<file path="config.mk">
export PLATFORM = sky130hd
export DESIGN_NAME = store_buffer
export DESIGN_NICKNAME = d
export VERILOG_FILES = /design/src/rtl/store_buffer.sv
export SDC_FILE = /design/constraint.sdc
export NUM_CORES = 1
export LEC_CHECK = 0
export ABC_AREA = 0
export BUFFER_PORTS_ARGS = -buffer_cell sky130_fd_sc_hd__clkbuf_2
export CORE_MARGIN = 2
export CORE_UTILIZATION = 24
export CTS_CLUSTER_DIAMETER = 80
export CTS_CLUSTER_SIZE = 14
export DETAILED_ROUTE_END_ITERATION = 7
export PLACE_DENSITY = 0.48
export RECOVER_POWER = 50
export SLEW_MARGIN = 20
export SYNTH_ARGS = -nofsm -noshare
export SYNTH_HDL_FRONTEND = slang
export SYNTH_SLANG_ARGS = --single-unit
</file>
<file path="constraint.sdc">
create_clock -name Clk -period 5.94 [get_ports Clk]
set_input_delay 0.297 -clock Clk [delete_from_list [all_inputs] [get_ports Clk]]
set_output_delay 0.297 -clock Clk [all_outputs]
set_load 0.005 [all_outputs]
</file>
<file path="src/rtl/store_buffer.sv">
// In-order buffer of committed stores awaiting their data-cache write.
// Entries drain one at a time; each departure is announced with its SB tag.
module store_buffer #(
  parameter int DEPTH  = 4,
  parameter int TAG_W  = 2,
  parameter int ADDR_W = 32,
  parameter int DATA_W = 32
) (
  input  logic              Clk,
  input  logic              Resetb,
  input  logic              Rob_CommitMemWrite,
  input  logic [ADDR_W-1:0] Rob_SwAddr,
  input  logic [DATA_W-1:0] Rob_SwData,
  output logic              SB_Full,
  output logic [TAG_W-1:0]  SBTag_counter,
  output logic              SB_FlushSw,
  output logic [TAG_W-1:0]  SB_FlushSwTag,
  output logic              SB_WriteReq,
  output logic [ADDR_W-1:0] SB_AddrDmem,
  output logic [DATA_W-1:0] SB_DataDmem,
  input  logic              DCE_WriteBusy,
  input  logic              DCE_WriteDone
);

  typedef enum logic [1:0] {IDLE, REQ, WAIT} state_t;

  state_t              state, stateNext;
  logic [DEPTH-1:0]    validMem;
  logic [ADDR_W-1:0]   addrMem [DEPTH];
  logic [DATA_W-1:0]   dataMem [DEPTH];
  logic [TAG_W-1:0]    tagMem  [DEPTH];
  logic [TAG_W-1:0]    headPtr, tailPtr, tagCnt;
  logic [TAG_W:0]      count;
  logic                enq, pop;

  assign SB_Full       = (count == (TAG_W+1)'(DEPTH));
  assign enq           = Rob_CommitMemWrite & ~SB_Full;
  assign pop           = (state == WAIT) & DCE_WriteDone;
  assign SB_FlushSw    = pop;
  assign SB_FlushSwTag = pop ? tagMem[headPtr] : '0;
  assign SB_WriteReq   = (state == REQ);
  assign SB_AddrDmem   = addrMem[headPtr];
  assign SB_DataDmem   = dataMem[headPtr];
  assign SBTag_counter = tagCnt;

  // Control state: pointers, valids, occupancy, tag counter, drain FSM
  always_ff @(posedge Clk or negedge Resetb) begin
    if (!Resetb) begin
      validMem <= '0;
      headPtr  <= '0;
      tailPtr  <= '0;
      tagCnt   <= '0;
      count    <= '0;
      state    <= IDLE;
    end else begin
      state <= stateNext;
      if (pop) begin
        validMem[headPtr] <= 1'b0;
        headPtr           <= headPtr + 1'b1;
      end
      if (enq) begin
        validMem[tailPtr] <= 1'b1;
        tailPtr           <= tailPtr + 1'b1;
        tagCnt            <= tagCnt + 1'b1;
      end
      case ({enq, pop})
        2'b10:   count <= count + 1'b1;
        2'b01:   count <= count - 1'b1;
        default: count <= count;
      endcase
    end
  end

  // Payload storage carries no reset; valid bits qualify it
  always_ff @(posedge Clk) begin
    if (enq) begin
      addrMem[tailPtr] <= Rob_SwAddr;
      dataMem[tailPtr] <= Rob_SwData;
      tagMem[tailPtr]  <= tagCnt;
    end
  end

  always_comb begin
    stateNext = state;
    case (state)
      IDLE: if (validMem[headPtr]) stateNext = REQ;
      REQ:  if (!DCE_WriteBusy) stateNext = WAIT;
      WAIT: begin
        // A same-cycle commit also counts as an entry left after the pop
        if (DCE_WriteDone)
          stateNext = ((count > (TAG_W+1)'(1)) || enq) ? REQ : IDLE;
      end
      default: stateNext = IDLE;
    endcase
  end

endmodule

</file>
* Word level (Yosys, flattened, before mapping)
Memories as Yosys holds them, arrays and structs flattened. Cells that the tools add are included.
Cells by class: bitwise gates (word level) 6, equal/unequal tests 8, reductions and logical operators 6, $add $sub $neg 5, muxes and demuxes 17, $lt $le $gt $ge 5
Operator list (number):
- 2-to-1 mux 2 bit | 4
- 2-to-1 mux 4 bit | 2
- adder 2 x 1 -> 2 bit, second input constant | 3
- < comparator 2 x 3 -> 1 bit, second input constant | 2
- 2-to-1 mux 1 bit | 6
- != test 2 bit, second input constant | 3
- one-hot mux 2 bit (3 select lines) | 1
- one-hot mux 3 bit (2 select lines) | 1
- AND 4 bit | 1
- demux 1 bit (select 2 bit) | 2
- == test 2 x 1 -> 1 bit, second input constant | 2
- == test 2 bit, second input constant | 2
- >= comparator 2 x 1 -> 1 bit, second input constant | 2
- inverter 4 bit | 1
- OR 4 bit | 1
- adder 3 x 1 -> 3 bit, second input constant | 1
- == test 3 bit, second input constant | 1
- > comparator 3 x 1 -> 1 bit, second input constant | 1
- AND reduction 3 bit | 1
- subtractor 3 x 1 -> 3 bit, second input constant | 1
- AND 1 bit | 2
- binary-select mux 1 bit (select 2 bit) | 1
- logical AND 1 bit | 2
- zero test 2 bit | 1
- 3 further kinds | 3
Storage, ports and cells: logic and storage cells 56, bits of input ports 69, flip-flop bits (word level) 15, RAM bits 264, output and inout bits 71, memories kept 3
Memory list:
- addrMem | words 4, width 32, rd ports 1, clocked after memory_dff 0, write ports 1, RTL line 29 | logic [ADDR_W-1:0] addrMem [DEPTH];
- dataMem | words 4, width 32, rd ports 1, clocked after memory_dff 0, write ports 1, RTL line 30 | logic [DATA_W-1:0] dataMem [DEPTH];
- tagMem | words 4, width 2, rd ports 1, clocked after memory_dff 0, write ports 1, RTL line 31 | logic [TAG_W-1:0] tagMem [DEPTH];

* Longest topological paths before layout
Gate-level depths: netlist of the first run.
depth after elaboration 9, gate-level depth with buffers 8, gate-level depth less buffers 8

* Worst setup path before layout of the first run
OpenSTA, ideal clock, no wires.
path kind register to register, start reg count[0], end mem addrMem[0][0], enable pin, required time 5.508 ns, slack 2.894 ns, cell stages (with the launch flop) 5, setup time 0.432 ns, clock period less this slack 3.046 ns, data arrival time 2.614 ns, path buffers 0, cell sequence dfrtp_1 inv_1 ha_1 a21boi_2 and2_1
On the way: cells in the longest elaborated chain, start to end 5
Ends and longest elaborated chain:
- start: declaration | RTL line 33 | logic [TAG_W:0] count;
- start signal: assignment | RTL line 67 | 2'b10: count <= count + 1'b1;
- start signal: assignment | RTL line 68 | 2'b01: count <= count - 1'b1;
- start signal: assignment | RTL line 69 | default: count <= count;
- == test 3 bit | RTL line 36 | assign SB_Full = (count == (TAG_W+1)'(DEPTH));
- inverter 1 bit | RTL line 37 | assign enq = Rob_CommitMemWrite & ~SB_Full;
- AND 1 bit | RTL line 37
- 2-to-1 mux 1 bit | RTL line 76 | if (enq) begin
- 2-to-1 mux 1 bit (implied by the code) | RTL line 77 | addrMem[tailPtr] <= Rob_SwAddr;
- end: declaration | RTL line 29
No other way between the ends.

* Worst setup path after layout of the first run
start reg count[0], end mem dataMem[1][0], enable pin
On the way: cells in the longest elaborated chain, start to end 5
Ends and longest elaborated chain:
- == test 3 bit | RTL line 36
- inverter 1 bit | RTL line 37
- AND 1 bit | RTL line 37
- 2-to-1 mux 1 bit | RTL line 76
- 2-to-1 mux 1 bit (implied by the code) | RTL line 78 | dataMem[tailPtr] <= Rob_SwData;
- end: declaration | RTL line 30
No other way between the ends.

==> reports/results.tsv, run 1 <==
stage	metric	value	unit
run_status	outcome	complete, no violations	
layout	most frequent cells in the layout	264 x edfxtp_1, 74 x clkbuf_1, 74 x clkbuf_2, 66 x mux4_2, 66 x dlygate4sd3_1	
logic_synthesis	count of flip-flops with a built-in enable after synthesis	264	
layout	fill count	4217	
setup_path	Critical R2R Launch	count[0]$_DFFE_PN0P_	
worst_hold_path	hold path cells	3	
clocking	Setup Buffers After CTS	0	
grt	global route overflow	0	
logic_synthesis	#FFs+latches synth	279	
pwr	PD cells	450.9	mW/mm^2
flow_run	total of max-cap violations	0	
logic_synthesis	Mean Syn Cell Area	24.19	sq um
placement	pre-CTS WS	3.090	ns
routing	Via density	3.910	
logic_synthesis	asr flop ratio synth	5.376	%
routing	Detailed Routing Iterations Pass 1	4	
logic_synthesis	synthesized area	0.01040	sq mm
placement	Port Buffers	139	
clocking	clk slew on worst S/H paths	0.07	ns
pwr	Worst VDD drop	0.0002470	V
sta	post-route minimum period	3.355	ns
setup_path	Data required, critical path	6.11	ns
routing	Post-Route WL	21140	microns
grt	initial antenna violation count	0	
layout	Antenna diodes	0	
worst_hold_path	worst hold-check path type	primary input to flop	
sta	setup violators final	0	
clocking	CTS root buffer	clkbuf_16	
grt	gr usage total	9.352	%
sta	worst setup margin	2.585	ns
setup_path	Data arrival, critical path	3.52	ns
sta	highest clock rate	0.2980	GHz
setup_path	r2r setup slk	2.58	ns
setup_path	RR Endpoint	dataMem[1][0]$_DFFE_PP_	
worst_hold_path	hold endpoint	state[1]$_DFFE_PN0P_	
logic_synthesis	Net Count, Synth	512	
clocking	clk sinks	279	
pwr	Leak	4.302	nW
sta	final worst path period share	56.49	%
grt	largest net degree at the start of global routing	61	
sta	clk_skew	0.01394	ns
sta	Final TNS setup	0	ns
clocking	total CTS buffers	25	
logic_synthesis	synth warn	0	
routing	wire length per cell	16.94	microns
floorplanning	num rows	76	
placement	RePlAce Congestion	0.6603	
layout	Final Net Count	733	
placement	Post-DP HPWL	11960	microns
setup_path	r2r worst-path depth	5	
sta	Worst Tran Pin Value	1.227	ns
floorplanning	die width	212.2	microns
layout	commonest non-fill, non-tap cell in the layout	edfxtp_1	
routing	antenna viol nets, final	0	
routing	vias	4880	
routing	Iter 0 DRT Violations	241	
layout	Syn-to-layout area delta	25.59	%
grt	first-pass GRT wire length	31610	microns
layout	share of cells above drive strength 1	27.45	%
worst_hold_path	hold wc startpoint	DCE_WriteDone	
sta	relative slew slack	17.46	%
floorplanning	boundary pin count	140	
clocking	worst-skew pair later-pin latency	0.54	ns
setup_path	crit path max fanout	36	
setup_path	crit start category	flop	
floorplanning	die area	0.04501	sq mm
floorplanning	core area	0.04289	sq mm
setup_path	Setup Crit Path Kind	flop to flop	
logic_synthesis	Synth Flop Type	edfxtp_1	
grt	vias in the first global route	5253	
clocking	H-tree depth	1	
floorplanning	Die Span Y	212.2	microns
logic_synthesis	sequential element share of the synthesized area	79.84	%
logic_synthesis	Synth cell types	27	
floorplanning	Initial Util	24.25	%
clocking	clock tree buffer depth	3	
sta	final hold vios	0	
sta	Slew Viols, Final	0	
routing	DRC	0	
clocking	CTS tree	done	
sta	RSZ-0062 raised after global routing	false	
setup_path	Worst setup EP type	flop	
logic_synthesis	cells after synthesis	430	
how the worst max path moves through the flow:
stage | slack [ns] | depth (start not counted) | to | startpoint
final | 2.58 | 5 | dataMem[1][0]$_DFFE_PP_ | count[0]$_DFFE_PN0P_
after global routing | 2.24 | 5 | addrMem[3][18]$_DFFE_PP_ | count[0]$_DFFE_PN0P_
after detailed placement | 3.09 | 5 | dataMem[3][8]$_DFFE_PP_ | count[0]$_DFFE_PN0P_
after floorplan | 2.89 | 4 | addrMem[0][0]$_DFFE_PP_ | count[0]$_DFFE_PN0P_
after CTS | 2.49 | 3 | SB_DataDmem[3] | headPtr[0]$_DFFE_PN0N_
after global placement | 3.08 | 3 | SB_DataDmem[3] | headPtr[0]$_DFFE_PN0N_
layer usage:
metal / track usage, % / vias to the layer above / part of all wire (%)
met4: 3.133 / 0 / 2.6
met5: 0 / - / 0
li1: - / 2219 / -
met1: 11.78 / 2531 / 43
met3: 2.083 / 37 / 4.6
met2: 15.92 / 93 / 50
Yosys cell counts, types with 2 or more instances:
master	n	area share, %
xnor2_1	5	0.42
o21ai_0	3	0.14
edfxtp_1	264	76
mux4_2	66	14
nand2_1	8	0.29
mux2i_1	3	0.29
clkbuf_1	3	0.11
dfrtp_1	15	3.6
inv_1	9	0.32
xor2_1	2	0.17
nor2b_1	2	0.12
and2_1	7	0.42
ha_1	13	1.6
buf_8	2	0.29
a21o_1	5	0.36
buf_2	10	0.48
nor2_1	3	0.11
area by class of cell:
class / count / area (sq um) / share of cell area, %
clock buffers: 34 / 659.4 / 5.048
flip-flops and latches: 279 / 8310 / 63.63
well taps: 585 / 732.0 / 5.604
inverters: 9 / 33.78 / 0.2586
multi-input cells: 125 / 1959 / 15.00
repair buffers: 211 / 1320 / 10.11
clock inverters: 5 / 46.29 / 0.3544
sequential cells by signal, indices dropped and copies added, names as in the netlist:
name           count
state              2
SBTag_counter      2
addrMem          128
tagMem             8
tailPtr            2
count              3
headPtr            2
validMem           4
dataMem          128
cell families after synthesis:
family	Yosys count	share of synthesized area, %
and+or+nand+nor	23	1.143
adders and majority gates	13	1.564
xor gates and xnor gates	7	0.5895
DFF	279	79.84
AOI/OAI and AO/OA	13	0.9023
muxes	69	14.58
buffers and inverters	26	1.384
per-stage QoR:
stage	instance area (sq um)	total power [mW]	hold slack, ns	utilization (%)	std cells
3_5_place_dp	11780	4.510	0.2576	27.47	1143
4_1_cts	13150	6.068	0.04472	30.65	1248
3_3_place_gp	11780	4.509	0.2605	27.47	1143
2_1_floorplan	10400	3.828	0.001409	-	430
6_report	13060	5.890	0.08767	30.46	1248
5_1_grt	13060	6.258	0.07813	30.46	1248
critical path: stages (launching register included):
cell	delay (ns)
dfrtp_1	0.42
inv_1	0.08
ha_1	0.20
a21boi_0	0.95
and2_4	0.67
buf_4	0.57
power by group:
part           internal, mW  leakage, nW  switching [mW]
Combinational         0.797         1.38           0.805
Sequential             2.61         2.59           0.193
Clock                 0.778        0.339           0.705
Total                  4.19         4.30            1.70
timing repair:
item / in CTS / in global routing
resized for setup: 0 / 0
hold buffers: 66 / 0
hold endpoints to repair: 273 / 0
(Power assumes the default switching activity.)
==> run 2: changes to the inputs <==
--- a/config.mk
+++ b/config.mk
@@ -5,14 +5,14 @@
 export SDC_FILE = /design/constraint.sdc
 export NUM_CORES = 1
 export LEC_CHECK = 0
-export ABC_AREA = 0
+export ABC_AREA = 1
 export BUFFER_PORTS_ARGS = -buffer_cell sky130_fd_sc_hd__clkbuf_2
 export CORE_MARGIN = 2
 export CORE_UTILIZATION = 24
 export CTS_CLUSTER_DIAMETER = 80
 export CTS_CLUSTER_SIZE = 14
 export DETAILED_ROUTE_END_ITERATION = 7
-export PLACE_DENSITY = 0.48
+export PLACE_DENSITY = 0.49
 export RECOVER_POWER = 50
 export SLEW_MARGIN = 20
 export SYNTH_ARGS = -nofsm -noshare
==> constraint.sdc (replaced) <==
create_clock -name Clk -period 2.95 [get_ports Clk]
set_input_delay 0.1475 -clock Clk [delete_from_list [all_inputs] [get_ports Clk]]
set_output_delay 0.1475 -clock Clk [all_outputs]
set_load 0.005 [all_outputs]
==> run 2 against run 1 <==
Against the previous run: core utilization is 0.30 points lower; wire length is 23% higher; clock skew is 0.0070 ns lower; critical endpoint is now SB_DataDmem[0]; highest routed layer is now met5.
==> reports/results.tsv, run 2 <==
stage	metric	value	unit	change
run_status	outcome	complete, no violations		unchanged
placement	pre-CTS WS	0.6950	ns	was 3.090 ns
placement	RePlAce Congestion	0.7024		was 0.6603
setup_path	Data arrival, critical path	2.36	ns	was 3.52 ns
sta	post-route minimum period	2.511	ns	
setup_path	CP top delay family	buffers and inverters		was compound AO/OA/AOI/OAI gates
placement	Post-DP HPWL	15160	microns	was 11960 microns
logic_synthesis	count of flip-flops with a built-in enable after synthesis	264		unchanged
logic_synthesis	Synth cell types	24		was 27
floorplanning	die area	0.04654	sq mm	was 0.04501 sq mm
layout	Syn-to-layout area delta	23.93	%	was 25.59%
layout	commonest non-fill, non-tap cell in the layout	edfxtp_1		unchanged
setup_path	Critical Path, Cell by Cell	inv_6, buf_4, o21ai_0, o22ai_1, clkbuf_2		was inv_1, ha_1, a21boi_0, and2_4, buf_4
clocking	total CTS buffers	23		was 25
layout	most frequent cells in the layout	264 x edfxtp_1, 135 x nor2_1, 130 x o21ai_0, 75 x clkbuf_1, 73 x clkbuf_2		was 264 x edfxtp_1, 74 x clkbuf_1, 74 x clkbuf_2, 66 x mux4_2, 66 x dlygate4sd3_1
sta	clk_skew	0.006987	ns	was 0.01394 ns
clocking	worst-skew pair later-pin latency	0.51	ns	was 0.54 ns
floorplanning	num rows	77		was 76
clocking	clk sinks	279		unchanged
logic_synthesis	Net Count, Synth	831		was 512
flow_run	total of max-cap violations	0		unchanged
floorplanning	die width	215.7	microns	was 212.2 microns
layout	share of cells above drive strength 1	14.23	%	was 27.45%
grt	gr usage total	10.91	%	was 9.352%
clocking	Setup Buffers After CTS	0		unchanged
setup_path	crit start category	flop		unchanged
layout	Final Net Count	1031		was 733
logic_synthesis	#FFs+latches synth	279		unchanged
floorplanning	core area	0.04422	sq mm	was 0.04289 sq mm
layout	fill count	4487		was 4217
routing	Via density	4.166		was 3.910
logic_synthesis	cells after synthesis	749		was 430
layout	fin area	0.01333	sq mm	was 0.01306 sq mm
clocking	CTS tree	done		unchanged
sta	final worst path period share	85.12	%	
setup_path	Data required, critical path	2.80	ns	was 6.11 ns
placement	Port Buffers	139		unchanged
routing	vias	6449		was 4880
floorplanning	Initial Util	24.33	%	was 24.25%
sta	worst setup margin	0.4391	ns	was 2.585 ns
layout	Largest regs	addrMem x128, dataMem x128, tagMem x8		unchanged
grt	vias in the first global route	6406		was 5253
floorplanning	boundary pin count	140		unchanged
floorplanning	Die Span Y	215.7	microns	was 212.2 microns
clocking	H-tree depth	1		unchanged
routing	Detailed Routing Iterations Pass 1	4		unchanged
sta	Slew Viols, Final	0		unchanged
logic_synthesis	asr flop ratio synth	5.376	%	unchanged
setup_path	crit path max fanout	56		was 36
logic_synthesis	share of the synthesized area in the top cell type	73.68	%	was 76.23%
setup_path	Worst setup EP type	output pin		was flop
grt	first-pass GRT wire length	39170	microns	was 31610 microns
routing	Post-Route WL	26090	microns	was 21140 microns
routing	Iter 0 DRT Violations	400		was 241
clocking	cts repair resizes	0		unchanged
logic_synthesis	Synth Flop Type	edfxtp_1		unchanged
clocking	clk slew on worst S/H paths	0.07	ns	about the same
pwr	Leak	4.489	nW	was 4.302 nW
setup_path	Setup Crit Path Kind	flop to output pin		was flop to flop
sta	setup violators final	0		unchanged
grt	largest net degree at the start of global routing	137		was 61
sta	RSZ-0062 raised after global routing	false		unchanged
layout	post-route insts no fill	1548		was 1248
clocking	CTS root buffer	clkbuf_16		unchanged
routing	DRC	0		unchanged
routing	wire length per cell	16.85	microns	was 16.94 microns
logic_synthesis	most frequent cell after synthesis	edfxtp_1		unchanged
grt	initial antenna violation count	1		was 0
sta	final hold vios	0		unchanged
placement	placed instance area	0.01214	sq mm	was 0.01178 sq mm
clocking	clock tree buffer depth	3		unchanged
setup_path	crit path buf inv count	3		was 2
sta	relative slew slack	37.48	%	was 17.46%
logic_synthesis	synth cell count leaders	264 x edfxtp_1, 139 x nor2_1, 130 x o21ai_0		was 264 x edfxtp_1, 66 x mux4_2, 15 x dfrtp_1
routing	antenna viol nets, final	0		unchanged
sta	Worst Hold Slack	0.2946	ns	was 0.08767 ns
logic_synthesis	synth warn	0		unchanged
pwr	Worst VDD drop	0.0005180	V	was 0.0002470 V
logic_synthesis	Synth area leader	edfxtp_1		unchanged
logic_synthesis	Mean Syn Cell Area	14.36	sq um	was 24.19 sq um
placement	Placed Cells	1448		was 1143
pwr	Final Power	12.62	mW	was 5.890 mW
logic_synthesis	sequential element share of the synthesized area	77.17	%	was 79.84%
sta	Worst Tran Pin Value	0.9377	ns	was 1.227 ns
logic_synthesis	ranking of synthesized cells by area	edfxtp_1 74%, o21ai_0 6.0%, nor2_1 4.8%, dfrtp_1 3.5%, o22ai_1 3.1%		was edfxtp_1 76%, mux4_2 14%, dfrtp_1 3.6%, ha_1 1.6%, buf_2 0.48%
grt	global route overflow	0		unchanged
sta	highest clock rate	0.3983	GHz	
layout	Antenna diodes	0		unchanged
setup_path	slowest CP cell	dfrtp_4		was a21boi_0
pwr	PD cells	946.3	mW/mm^2	was 450.9 mW/mm^2
worst_hold_path	worst hold-check path type	primary input to async pin		was primary input to flop
setup_path	largest stage delay on the critical path	0.51	ns	was 0.95 ns
logic_synthesis	synthesized area	0.01076	sq mm	was 0.01040 sq mm
run 2: final cells by class:
class	count	area, sq um	share of cell area [%]
Sequential cell	279	8308	62.31
Multi-Input combinational cell	404	2135	16.01
Timing Repair Buffer	219	1454	10.90
Tap cell	592	740.7	5.555
Clock buffer	32	609.3	4.570
Inverter	22	87.58	0.6568
run 2: routing by layer:
| metal | GRT usage, % | vias up | share of wire [%] |
|---|---|---|---|
| li1 | - | 3153 | - |
| met1 | 14.66 | 3118 | 46 |
| met2 | 18.54 | 145 | 48 |
| met3 | 1.677 | 31 | 4.4 |
| met4 | 2.460 | 2 | 1.7 |
| met5 | 0 | - | 0.038 |
run 2: logic make-up (layout without fill, tap and decap cells):
| logic type | after synthesis | in the layout | share of synthesized area (%) |
|---|---|---|---|
| AOI/OAI and AO/OA | 206 | 206 | 10.91 |
| xor gates and xnor gates | 7 | 7 | 0.5698 |
| adders and majority gates | 13 | 13 | 1.512 |
| buffers and inverters | 66 | 273 | 3.268 |
| DFF | 279 | 279 | 77.17 |
| and+or+nand+nor | 178 | 178 | 6.571 |
run 2: report_power, final:
| part | total [mW] | internal, mW | switching (mW) |
|---|---|---|---|
| combinational | 4.38 | 1.50 | 2.88 |
| clock | 2.71 | 1.42 | 1.29 |
| sequential | 5.53 | 5.26 | 0.270 |
run 2: final timing paths:
kind	startpoint	to	slack, ns	depth (start not counted)
max	headPtr[0]$_DFFE_PN0N_	SB_DataDmem[0]	0.44	5
min reg2reg	validMem[1]$_DFF_PN0_	validMem[1]$_DFF_PN0_	0.48	2
max in group asynchronous	Resetb	headPtr[0]$_DFFE_PN0N_	1.98	2
min in group Clk	DCE_WriteBusy	state[0]$_DFFE_PN0P_	0.44	4
max reg2reg	count[0]$_DFFE_PN0P_	dataMem[0][27]$_DFFE_PP_	0.51	6
min	Resetb	state[1]$_DFFE_PN0P_	0.29	2
run 2: through the flow:
stage | setup TNS, ns | utilization (%)
after global placement | 0 | 27.46
after floorplan | -62.85 | -
after CTS | 0 | 30.38
after global routing | 0 | 30.15
final | 0 | 30.15
after detailed placement | 0 | 27.46
run 2: repair_timing:
action                                  4_1_cts  5_1_grt
endpoints found under the setup margin        0        0
endpoints found under the hold margin       274        0
hold buffers                                 68        0
==> run 3: changes to the inputs <==
--- a/config.mk
+++ b/config.mk
@@ -12,7 +12,7 @@
 export CTS_CLUSTER_DIAMETER = 80
 export CTS_CLUSTER_SIZE = 14
 export DETAILED_ROUTE_END_ITERATION = 7
-export PLACE_DENSITY = 0.49
+export PLACE_DENSITY = 0.48
 export RECOVER_POWER = 50
 export SLEW_MARGIN = 20
 export SYNTH_ARGS = -nofsm -noshare
==> constraint.sdc (replaced) <==
create_clock -name Clk -period 2.4 [get_ports Clk]
set_input_delay 0.12 -clock Clk [delete_from_list [all_inputs] [get_ports Clk]]
set_output_delay 0.12 -clock Clk [all_outputs]
set_load 0.005 [all_outputs]
==> run 3 against run 2 <==
Against the previous run: setup slack lost 0.25 ns; critical path type unchanged; largest power group unchanged; core utilization increased by 0.58 points; power up 28%; hold slack got worse by 0.0097 ns.
==> reports/results.tsv, run 3 (synthesized netlist as in run 2, its figures left out) <==
stage	metric	value	unit	change
grt	initial antenna violation count	2		was 1
layout	most frequent cells in the layout	264 x edfxtp_1, 137 x nor2_1, 130 x o21ai_0, 84 x clkbuf_1, 71 x clkbuf_2		was 264 x edfxtp_1, 135 x nor2_1, 130 x o21ai_0, 75 x clkbuf_1, 73 x clkbuf_2
layout	share of cells above drive strength 1	15.12	%	was 14.23%
floorplanning	num rows	77		unchanged
placement	pre-CTS WS	0.4661	ns	was 0.6950 ns
setup_path	r2r worst-path depth	6		unchanged
grt	largest net degree at the start of global routing	69		was 137
layout	Final Net Count	1042		was 1031
clocking	total CTS buffers	25		was 23
clocking	clk sinks	279		unchanged
clocking	CTS tree	done		unchanged
setup_path	crit path max fanout	45		was 56
setup_path	Setup Crit Path Kind	flop to output pin		unchanged
sta	RSZ-0062 raised after global routing	false		unchanged
run_status	outcome	complete, no violations		unchanged
layout	fill count	4427		was 4487
pwr	Worst VDD drop	0.0004633	V	was 0.0005180 V
placement	Post-DP HPWL	15720	microns	was 15160 microns
pwr	Clk pwr share	23.0	%	was 21.5%
sta	final hold vios	0		unchanged
routing	Detailed Routing Iterations Pass 1	4		unchanged
pwr	PD cells	1192	mW/mm^2	was 946.3 mW/mm^2
grt	gr usage total	11.40	%	was 10.91%
placement	Port Buffers	139		unchanged
sta	post-route minimum period	2.207	ns	
routing	Post-Route WL	27100	microns	was 26090 microns
pwr	Reg power frac	41.7	%	was 43.8%
setup_path	Data arrival, critical path	2.09	ns	was 2.36 ns
layout	FF/Latch Area	0.008308	sq mm	unchanged
layout	Largest regs	addrMem x128, dataMem x128, tagMem x8		unchanged
floorplanning	boundary pin count	140		unchanged
pwr	Int Power	10.45	mW	was 8.174 mW
routing	Iter 0 DRT Violations	391		was 400
floorplanning	Die Span Y	215.7	microns	unchanged
grt	most used routing layer	met2		unchanged
setup_path	r2r setup slk	0.22	ns	was 0.51 ns
setup_path	Data required, critical path	2.28	ns	was 2.80 ns
sta	Final TNS setup	0	ns	unchanged
clocking	H-tree depth	1		unchanged
floorplanning	core area	0.04422	sq mm	unchanged
clocking	CTS root buffer	clkbuf_16		unchanged
grt	first-pass GRT wire length	40790	microns	was 39170 microns
sta	relative slew slack	31.06	%	was 37.48%
routing	DRC	0		unchanged
layout	Antenna diodes	0		unchanged
routing	antenna viol nets, final	0		unchanged
routing	wire length per cell	17.25	microns	was 16.85 microns
sta	highest clock rate	0.4531	GHz	
layout	commonest non-fill, non-tap cell in the layout	edfxtp_1		unchanged
floorplanning	die area	0.04654	sq mm	unchanged
placement	RePlAce Congestion	0.6867		was 0.7024
setup_path	Critical R2R Launch	count[0]$_DFFE_PN0P_		unchanged
setup_path	crit start category	flop		unchanged
routing	vias	6643		was 6449
sta	worst setup margin	0.1930	ns	was 0.4391 ns
routing	Via density	4.229		was 4.166
grt	M1 GR Usage	15.25	%	was 14.66%
floorplanning	Initial Util	24.33	%	unchanged
pwr	switching pwr	5.753	mW	was 4.444 mW
pwr	switch share	35.50	%	was 35.22%
grt	global route overflow	0		unchanged
grt	met3 usage	2.142	%	was 1.677%
pwr	Combinational Power Share	35.3	%	was 34.7%
grt	vias in the first global route	6550		was 6406
pwr	Final Power	16.20	mW	was 12.62 mW
sta	clk_skew	0.02387	ns	was 0.006987 ns
flow_run	total of max-cap violations	0		unchanged
sta	setup violators final	0		unchanged
setup_path	largest stage delay on the critical path	0.54	ns	was 0.51 ns
layout	Syn-to-layout area delta	26.33	%	was 23.93%
pwr	Leak	4.622	nW	was 4.489 nW
clocking	clk slew on worst S/H paths	0.07	ns	about the same
clocking	clock tree buffer depth	3		unchanged
setup_path	slowest CP cell	dfrtp_4		unchanged
clocking	worst-skew pair later-pin latency	0.55	ns	was 0.51 ns
worst_hold_path	worst hold-check path type	primary input to async pin		unchanged
floorplanning	die width	215.7	microns	unchanged
sta	final worst path period share	91.96	%	
setup_path	Critical Path, Cell by Cell	clkinv_8, buf_4, o21ai_0, o22ai_1, clkbuf_2		was inv_6, buf_4, o21ai_0, o22ai_1, clkbuf_2
setup_path	RR Endpoint	dataMem[2][23]$_DFFE_PP_		was dataMem[0][27]$_DFFE_PP_
setup_path	Worst setup EP type	output pin		unchanged
grt	routing usage on met2	18.93	%	was 18.54%
sta	Worst Tran Pin Value	1.034	ns	was 0.9377 ns
layout	Multi-input gate area	0.002120	sq mm	was 0.002135 sq mm
sta	Slew Viols, Final	0		unchanged
==> run 3: cell types whose count changed in the layout (fill, tap and decap cells not counted), sizes merged <==
cell,before,now
inv,22,25
clkbuf,171,181
buf,12,18
bufbuf,0,1
clkinv,0,3
==> run 3: final cells by class <==
class	instances	share of cell area, %
Multi-Input combinational cell	404	15.59
Tap cell	592	5.450
Sequential cell	279	61.12
Timing Repair Buffer	228	11.70
Inverter	22	0.6996
Clock buffer	40	5.017
Clock inverter	6	0.4142
==> run 3: power by group through the flow <==
stage	combinational (mW)	clock [mW]	sequential (mW)
after floorplan	3.28	0	6.79
after global placement	5.71	0	6.84
after detailed placement	5.73	0	6.84
after CTS	6.00	3.90	6.76
after global routing	6.37	4.06	6.84
final	5.72	3.73	6.75
==> run 3: how the worst max path moves through the flow <==
stage,endpoint,slack [ns],depth (start not counted),start
finish,SB_AddrDmem[5],0.19,5,headPtr[0]$_DFFE_PN0N_
global route,SB_AddrDmem[5],0.04,5,headPtr[0]$_DFFE_PN0N_
CTS,SB_AddrDmem[5],0.05,5,headPtr[0]$_DFFE_PN0N_
detailed placement,addrMem[2][15]$_DFFE_PP_,0.47,6,count[0]$_DFFE_PN0P_
global placement,count[2]$_DFFE_PN0P_,0.50,9,count[0]$_DFFE_PN0P_
floorplan,addrMem[0][0]$_DFFE_PP_,0.0001,6,count[0]$_DFFE_PN0P_
==> run 3: repair_timing <==
item | 4_1_cts | 5_1_grt
setup buffers | 0 | 0
gates resized for setup | 2 | 1
endpoints found under the setup margin | 2 | 1
hold endpoints to repair | 275 | 0
hold buffers | 68 | 0
gates cloned | 1 | 0
==> run 3: worst max-delay path, delay by kind of cell (launching register included) <==
kind	cells	cell delay, ns
buf+inv	3	0.63
flops	1	0.54
compound gates	2	0.33
==> run 3: through the flow <==
step                util (%)  hold WS [ns]  instance area (sq um)  cells
floorplan                  -       -0.1756                  10800    749
global placement       27.69       0.09538                  12250   1456
detailed placement     27.69       0.09231                  12250   1456
CTS                    31.00       0.07025                  13710   1571
global route           30.74        0.3356                  13590   1571
finish                 30.74        0.2850                  13590   1571
==> run 3: per-layer routing <==
metal / vias up / wire length, microns
met4: 4 / 560
met3: 43 / 1158
met5: - / 27
li1: 3195 / -
met1: 3268 / 12390
met2: 133 / 12960
